### config.mk
export PLATFORM = sky130hd
export DESIGN_NAME = l1_sram_req_sequencer
export DESIGN_NICKNAME = d
export VERILOG_FILES = /design/src/rtl/l1_sram_req_sequencer.sv
export SDC_FILE = /design/constraint.sdc
export NUM_CORES = 1
export LEC_CHECK = 0
export ABC_AREA = 1
export CORE_AREA = 2 2 97 99
export DETAILED_ROUTE_END_ITERATION = 12
export DIE_AREA = 0 0 99 101
export PLACE_DENSITY_LB_ADDON = 0.05
export SETUP_SLACK_MARGIN = 0.02
export SLEW_MARGIN = 20
export SYNTH_ARGS = -nofsm -noshare
export SYNTH_HDL_FRONTEND = slang
export SYNTH_SLANG_ARGS = --single-unit
export TNS_END_PERCENT = 100
### constraint.sdc
create_clock -name clk -period 3.95 [get_ports clk]
set_clock_uncertainty 0.15 [all_clocks]
set_input_delay 0.395 -clock clk [delete_from_list [all_inputs] [get_ports clk]]
set_output_delay 0.395 -clock clk [all_outputs]
set_load 0.05 [all_outputs]
### src/rtl/l1_sram_req_sequencer.sv
// Request sequencer in front of the L1 SRAM wrapper: one outstanding single-word
// access, with held pin timing, a read timeout and a quiet gap between accesses.
module l1_sram_req_sequencer #(
    parameter int ADDR_WIDTH        = 9,
    parameter int DATA_WIDTH        = 32,
    parameter int NUM_WMASKS        = 4,
    parameter int STARTUP_CYCLES    = 16,
    parameter int WRITE_HOLD_CYCLES = 8,
    parameter int READ_TIMEOUT      = 64,
    parameter int GAP_CYCLES        = 4
) (
    input  logic                  clk,
    input  logic                  rst,
    input  logic                  req_valid,
    output logic                  req_ready,
    input  logic                  req_write,
    input  logic [ADDR_WIDTH-1:0] req_addr,
    input  logic [DATA_WIDTH-1:0] req_wdata,
    input  logic [NUM_WMASKS-1:0] req_wmask,
    output logic                  resp_valid,
    output logic [DATA_WIDTH-1:0] resp_rdata,
    output logic                  resp_err,
    output logic [ADDR_WIDTH-1:0] sram_addr,
    output logic [DATA_WIDTH-1:0] sram_data_in,
    output logic                  sram_we,
    output logic                  sram_csb,
    output logic [NUM_WMASKS-1:0] sram_wmask,
    input  logic [DATA_WIDTH-1:0] sram_data_out,
    input  logic                  sram_data_ready,
    output logic                  busy
);

    localparam int MAX_A   = (STARTUP_CYCLES > WRITE_HOLD_CYCLES) ? STARTUP_CYCLES : WRITE_HOLD_CYCLES;
    localparam int MAX_B   = (READ_TIMEOUT > GAP_CYCLES) ? READ_TIMEOUT : GAP_CYCLES;
    localparam int CNT_MAX = (MAX_A > MAX_B) ? MAX_A : MAX_B;
    localparam int CNT_W   = $clog2(CNT_MAX + 1);

    typedef enum logic [2:0] {
        S_INIT,
        S_IDLE,
        S_RD_WAIT,
        S_WR_HOLD,
        S_GAP
    } state_t;

    state_t                 state_q, state_d;
    logic [CNT_W-1:0]       cnt_q, cnt_d;
    logic                   req_ready_d, busy_d;
    logic                   resp_valid_d, resp_err_d;
    logic [DATA_WIDTH-1:0]  resp_rdata_d;
    logic [ADDR_WIDTH-1:0]  sram_addr_d;
    logic [DATA_WIDTH-1:0]  sram_data_in_d;
    logic                   sram_we_d, sram_csb_d;
    logic [NUM_WMASKS-1:0]  sram_wmask_d;

    always_comb begin
        // NOTE: every signal gets a default before the case so no path leaves one unassigned (no latches).
        state_d        = state_q;
        cnt_d          = cnt_q + CNT_W'(1);
        req_ready_d    = req_ready;
        busy_d         = busy;
        resp_valid_d   = 1'b0;
        resp_err_d     = 1'b0;
        resp_rdata_d   = '0;
        sram_addr_d    = sram_addr;
        sram_data_in_d = sram_data_in;
        sram_we_d      = sram_we;
        sram_csb_d     = sram_csb;
        sram_wmask_d   = sram_wmask;

        unique case (state_q)
            S_INIT: begin
                if (cnt_q == CNT_W'(STARTUP_CYCLES - 1)) begin
                    state_d     = S_IDLE;
                    cnt_d       = '0;
                    req_ready_d = 1'b1;
                    busy_d      = 1'b0;
                end
            end

            S_IDLE: begin
                cnt_d = '0;
                if (req_valid && req_ready) begin
                    req_ready_d = 1'b0;
                    busy_d      = 1'b1;
                    sram_addr_d = req_addr;
                    sram_csb_d  = 1'b0;
                    if (req_write) begin
                        sram_we_d      = 1'b0;
                        sram_wmask_d   = req_wmask;
                        sram_data_in_d = req_wdata;
                        state_d        = S_WR_HOLD;
                    end else begin
                        sram_we_d    = 1'b1;
                        sram_wmask_d = '0;
                        state_d      = S_RD_WAIT;
                    end
                end
            end

            S_WR_HOLD: begin
                if (cnt_q == CNT_W'(WRITE_HOLD_CYCLES - 1)) begin
                    resp_valid_d = 1'b1;
                    sram_csb_d   = 1'b1;
                    sram_we_d    = 1'b1;
                    sram_wmask_d = '0;
                    state_d      = S_GAP;
                    cnt_d        = '0;
                end
            end

            S_RD_WAIT: begin
                // Data arriving on the last allowed cycle still beats the timeout.
                if (sram_data_ready || cnt_q == CNT_W'(READ_TIMEOUT - 1)) begin
                    resp_valid_d = 1'b1;
                    resp_err_d   = ~sram_data_ready;
                    resp_rdata_d = sram_data_ready ? sram_data_out : '0;
                    sram_csb_d   = 1'b1;
                    sram_we_d    = 1'b1;
                    sram_wmask_d = '0;
                    state_d      = S_GAP;
                    cnt_d        = '0;
                end
            end

            S_GAP: begin
                // The response cycle opens GAP; GAP_CYCLES quiet cycles follow it.
                if (cnt_q == CNT_W'(GAP_CYCLES)) begin
                    state_d     = S_IDLE;
                    cnt_d       = '0;
                    req_ready_d = 1'b1;
                    busy_d      = 1'b0;
                end
            end

            default: begin
                state_d = S_INIT;
                cnt_d   = '0;
            end
        endcase
    end

    // NOTE: sequential state uses non-blocking assignments so every register samples pre-edge values.
    always_ff @(posedge clk or posedge rst) begin
        if (rst) begin
            state_q      <= S_INIT;
            cnt_q        <= '0;
            req_ready    <= 1'b0;
            busy         <= 1'b1;
            resp_valid   <= 1'b0;
            resp_err     <= 1'b0;
            resp_rdata   <= '0;
            sram_addr    <= '0;
            sram_data_in <= '0;
            sram_we      <= 1'b1;
            sram_csb     <= 1'b1;
            sram_wmask   <= '0;
        end else begin
            state_q      <= state_d;
            cnt_q        <= cnt_d;
            req_ready    <= req_ready_d;
            busy         <= busy_d;
            resp_valid   <= resp_valid_d;
            resp_err     <= resp_err_d;
            resp_rdata   <= resp_rdata_d;
            sram_addr    <= sram_addr_d;
            sram_data_in <= sram_data_in_d;
            sram_we      <= sram_we_d;
            sram_csb     <= sram_csb_d;
            sram_wmask   <= sram_wmask_d;
        end
    end

endmodule

# --- After elaboration in Yosys (flattened, before gate mapping) ---
# Cells that the tools add are included.
op_classes:
  n_addsub: 1
  n_eq_ne: 13
  mux: 39
  bitwise_logic: 1
  reduce_logical: 10
ops:
  columns: ["op", "n"]
  rows:
  - ["32-bit two-way mux", 3]
  - ["7-bit two-way mux", 4]
  - ["7-bit case mux with 4 select lines", 1]
  - ["4-bit two-way mux", 4]
  - ["1-bit two-way mux", 15]
  - ["3-bit two-way mux", 5]
  - ["3-bit case mux with 5 select lines", 1]
  - ["7-bit by 3-bit equality test with 1-bit output (second input constant)", 2]
  - ["1-bit case mux with 3 select lines", 4]
  - ["4-bit case mux with 3 select lines", 1]
  - ["2-bit inequality test (second input constant)", 5]
  - ["4-bit AND reduction", 2]
  - ["7-bit by 1-bit adder with 7-bit output (second input constant)", 1]
  - ["7-bit by 4-bit equality test with 1-bit output (second input constant)", 1]
  - ["7-bit by 6-bit equality test with 1-bit output (second input constant)", 1]
  - ["3-bit by 2-bit equality test with 1-bit output (second input constant)", 2]
  - ["3-bit nonzero test", 2]
  - ["5-bit AND reduction", 1]
  - ["3-bit by 1-bit equality test with 1-bit output (second input constant)", 1]
  - ["3-bit equality test (second input constant)", 1]
  - ["3-bit zero test", 1]
  - ["3-bit AND reduction", 1]
  - ["1-bit case mux with 2 select lines", 1]
  - ["2-bit AND reduction", 1]
  - ["other kinds (3)", 3]
word_totals:
  regBits: 93
  input_bits: 82
  out_inout_bits: 83
  word_cells: 76

# --- Logic depth before layout (Yosys ltp) ---
depth:
  depth_word: 4
  ltp_mapped: 10
  mapped_depth_nobuf: 10

# --- Worst setup path after synthesis ---
# Ideal clock, no wire load.
synth_path:
  path_type: "register to register"
  start: "register req_ready"
  end: "register req_ready"
  t_arrival_ns: 1.403
  required_time_ns: 3.677
  setup_slack_ns: 2.275
  path_stages_with_launch: 9
  path_buffers: 1
  path_cell_list: "dfrtp_1 nand2_1 nor2_4 buf_6 inv_2 nand2_1 nand3_1 nand2_1 o21ai_1"
synth_between:
  elab_chain_cells: 3
synth_rtl:
  columns: ["element", "line", "rtl"]
  rows:
  - ["from (decl)", "15", "output logic req_ready,"]
  - ["from (signal assigned)", "161", "req_ready <= req_ready_d;"]
  - ["1-bit logical AND", "83", "if (req_valid && req_ready) begin"]
  - ["2-bit inequality test (no line)", null, null]
  - ["4-bit AND reduction (no line)", null, null]
# No other way between the ends.
# A chain may end at the register's enable or synchronous reset.

# --- Final worst setup path ---
layout_path:
  start: "register busy"
  end: "output port busy"
layout_lines:
  columns: ["element", "line", "rtl"]
  rows:
  - ["from (decl)", "30", "output logic busy"]
  - ["from (signal assigned)", "162", "busy <= busy_d;"]
# No word-level cell between the ends.

==> flow_results.org <==
** Synth
- In this run, synthesis produced a sequential element count of 93.
- Counting every net in the synthesized netlist gives 487.
- Yosys attributes the largest share of cell area to dfrtp_1, nand2_1, nor2_1.
- Dividing the synthesized area by the synthesized cell count gives 9.08 µm².
- Number of instances in the synthesized netlist :: 403
- Of the synthesized area, sequential elements account for 0.637.
- Area share of the largest cell type after synthesis :: 0.615
- Combinational family with the most area after synthesis :: simple AND/OR/NAND/NOR gates
- Number of distinct library cell variants in the gate-level netlist after synthesis :: 27
- Mux share of post-synthesis cell area :: 0
- Number of warnings reported in the yosys synthesis log :: 0
- Of the total synthesized cell area, the portion taken by full adders, half adders and majority gates is 0.00684.
- Netlist Area Pre-Place :: 0.00366 mm²
- The area fraction in compound gates after synthesis came to 0.0137.
- Of the total synthesized cell area, the portion taken by XOR and XNOR cells is 0.00718.
- Post-synthesis simple-gate area fraction :: 0.287
- Synth area leader :: dfrtp_1

** Detailed routing
- Total number of vias :: 3012
- The first TritonRoute pass finished after 4 iterations.
- Number of vias per cell :: 4.42
- The routed design uses 881 µm of met3 wire.
- DRC viols :: 0
- Number of nets with antenna violations after detailed routing :: 0
- Wire length on met2 :: 4.30 mm
- Highest routed metal layer :: met4
- Violation count after the first detailed-route iteration :: 102
- After detailed routing, the wire length on met1 is 3.74 mm.
- Detail-routed net length per standard cell :: 13.2 µm
- Routed Wire Length :: 9.00 mm

** Layout
- Relative to the synthesized area, the layout overhead comes to 51.6%.
- The library cells used most frequently in the layout, excluding fill and tap cells, are nand2_1, clkdlybuf4s50_1, dfrtp_1.
- Final non-filler cell area :: 0.00555 mm²
- Fill cells in the final layout number 799.
- The count of cells in the finished layout, fillers not included, comes to 681.
- # diodes :: 0
- Share of final-layout standard cells stronger than drive strength 1 :: 0.0737
- Final net count :: 650
- The library cell used most frequently in the layout, excluding fill and tap cells, is nand2_1.

** CTS
- TritonCTS built the clock tree.
- The root buffer cell chosen for the clock tree is clkbuf_8.
- Clk sink count :: 93
- The number of gates resized after CTS was 0.
- No sink is reached through more buffers than the 2 on the longest clock path.
- The H-tree was split into 3 levels.
- Clock-pin slew was measured on the worst setup and hold paths at 90 ps.
- Hold buffer count at cts :: 0
- The later pin in the worst-skew pair is clocked with a latency of 350 ps.
- Buffers inserted during clock tree synthesis total 9.
- Once the clock tree was built, the setup fixing pass inserted 0 buffers.

** Timing
- Final hold violations :: 0
- Worst Tran Pin Value :: 756 ps
- The total count of max-transition violations in the final report is 0.
- Setup violations remaining at the end of the flow were counted as 0.
- Across all setup checks in the final design, the least slack found is 1710 ps.
- Derived from the worst setup path, the maximum achievable clock frequency is 447 MHz.
- The smallest clock period supported by the final layout is computed as 2240 ps.
- Tightest slew margin relative to the limit :: 0.495
- Unrepaired setup endpoints after global routing :: false
- Final sum of negative setup slack :: 0 ps
- Final period util :: 0.567

** Floorplanning
- Measured along the x axis, the die boundary spans 99 µm.
- 165 I/O pins were placed.
- The floorplan has 35 rows.
- The initial utilization of the core area, before any placement, comes to 0.408.
- The die covers 0.0100 mm².
- The region available for standard cell placement spans 0.00898 mm².
- Measured along the y axis, the die boundary spans 101 µm.

** Critical path
- Measured in cells, the most critical reg-to-reg path has a length of 7.
- CP Class :: reg -> out
- The startpoint identified for the worst register-to-register timing path is state_q[2].
- Worst path buffer plus inverter count :: 1
- Traced cell by cell, the critical path runs through clkdlybuf4s50_1.
- The worst register-to-register path has a setup slack of 1760 ps.
- Reg-to-reg critical path endpoint :: sram_wmask[1]
- The worst setup path is captured at an output pin.
- The worst setup path is launched from a flip-flop.
- At the worst endpoint, the arrival time is 1690 ps.
- Worst Path Required :: 3400 ps
- Stage delay of the slowest cell on the critical path :: 820 ps
- Slowest-stage cell, CP :: clkdlybuf4s50_1
- Tracing the worst setup path back leads to its startpoint at busy.
- Biggest fanout along the worst timing path :: 2
- On the critical path the largest part of the delay comes from buffers and inverters.

** Worst hold path
- In this run the most critical hold path is launched from sram_we.
- Type of the worst min-delay path :: reg -> reg
- Hold EP :: sram_we
- Cells on Worst Hold Path :: 2

** Global route
- Number of antenna violations at the first check in global routing :: 0
- Entering global routing, the biggest net connects 57 pins.
- GRT Resource Usage Total :: 0.185
- First-pass GRT wire length :: 14.5 mm
- The via count of the first global-routing pass came to 2962.
- After global routing the overflow that remains totals 0.

** Status
- Run status :: completed

** Placement
- Worst slack at placement :: 1330 ps
- Total placed instance area :: 0.00537 mm²
- RePlAce Congestion :: 0.782
- HPWL after detailed placement :: 6.50 mm
- In this run the tool buffered the top-level ports with 164 buffer cells.
- Once placement completed, the tool counted placed cells totaling 666.

** Job
- Max-cap violations in this run came to 0.

** Power and ir drop
- Total power density per cell area :: 743 mW/mm²
- Peak supply drop :: 0.488 mV
- The analysis attributes to cell leakage a power of 2.69 nW.
## sequential cells by signal, summed over array words and instances, names as in the netlist
signal,flops
cnt_q,7
sram_addr,9
sram_we,1
resp_err,1
state_q,3
resp_valid,1
sram_csb,1
sram_data_in,32
busy,1
req_ready,1
resp_rdata,32
sram_wmask,4
## power by group
part	switching, W	internal, W	leakage (nW)	total [W]
sequential	0.000158	0.00124	1.22	0.00140
clock	0.000327	0.000244	0.0808	0.000571
combinational	0.00146	0.000695	1.38	0.00215
## per-layer routing
metal,GRT usage,vias to the layer above
met5,0,-
met4,0.0537,0
met1,0.240,1377
li1,-,1524
met2,0.292,107
met3,0.0700,4
## final cells by class
cell class              instances  area [µm²]  area share
repair buffers                167        1660       0.300
inverters                      22        87.6      0.0158
clock buffers                  10         138      0.0248
well taps                     111         139      0.0250
clock inverters                 5        36.3     0.00654
flip-flops and latches         93        2330       0.420
multi-input cells             273        1150       0.208
## stage by stage
stage / util / power [W] / hold slack (ps)
floorplan: - / 0.00285 / 305
global placement: 0.599 / 0.00356 / 303
detailed placement: 0.599 / 0.00359 / 310
CTS: 0.618 / 0.00417 / 324
global route: 0.618 / 0.00437 / 335
finish: 0.618 / 0.00412 / 319
## worst max path at each step
stage                  endpoint  slack (ps)  depth (start not counted)
2_1_floorplan          cnt_q[0]         990                          1
3_3_place_gp   sram_data_in[30]        1370                          7
4_1_cts                    busy        1690                          1
6_report                   busy        1710                          1
3_5_place_dp   sram_data_in[24]        1330                          7
5_1_grt           sram_wmask[0]        1490                          7
## kinds of logic after synthesis
family,count (synthesis)
DFF,93
xor gates and xnor gates,3
adders and majority gates,2
AOI/OAI and AO/OA,8
and+or+nand+nor,260
buffers and inverters,37
## synth_stat cells
library cell	instances
inv_2	5
nor2_1	50
nor3_2	1
clkinv_1	1
nand2_4	2
inv_4	1
inv_1	15
xor2_1	3
dfstp_2	3
buf_1	3
nor2_4	2
clkbuf_1	4
nor3_1	1
nand3_1	2
nor2_2	1
a21oi_1	2
o211ai_2	1
buf_6	4
buf_2	4
o21ai_0	3
a21boi_0	1
dfrtp_1	90
nand3_2	4
nand2_2	3
o21ai_1	1
nand2_1	194
ha_1	2
Power figures use the tool's default switching activity.
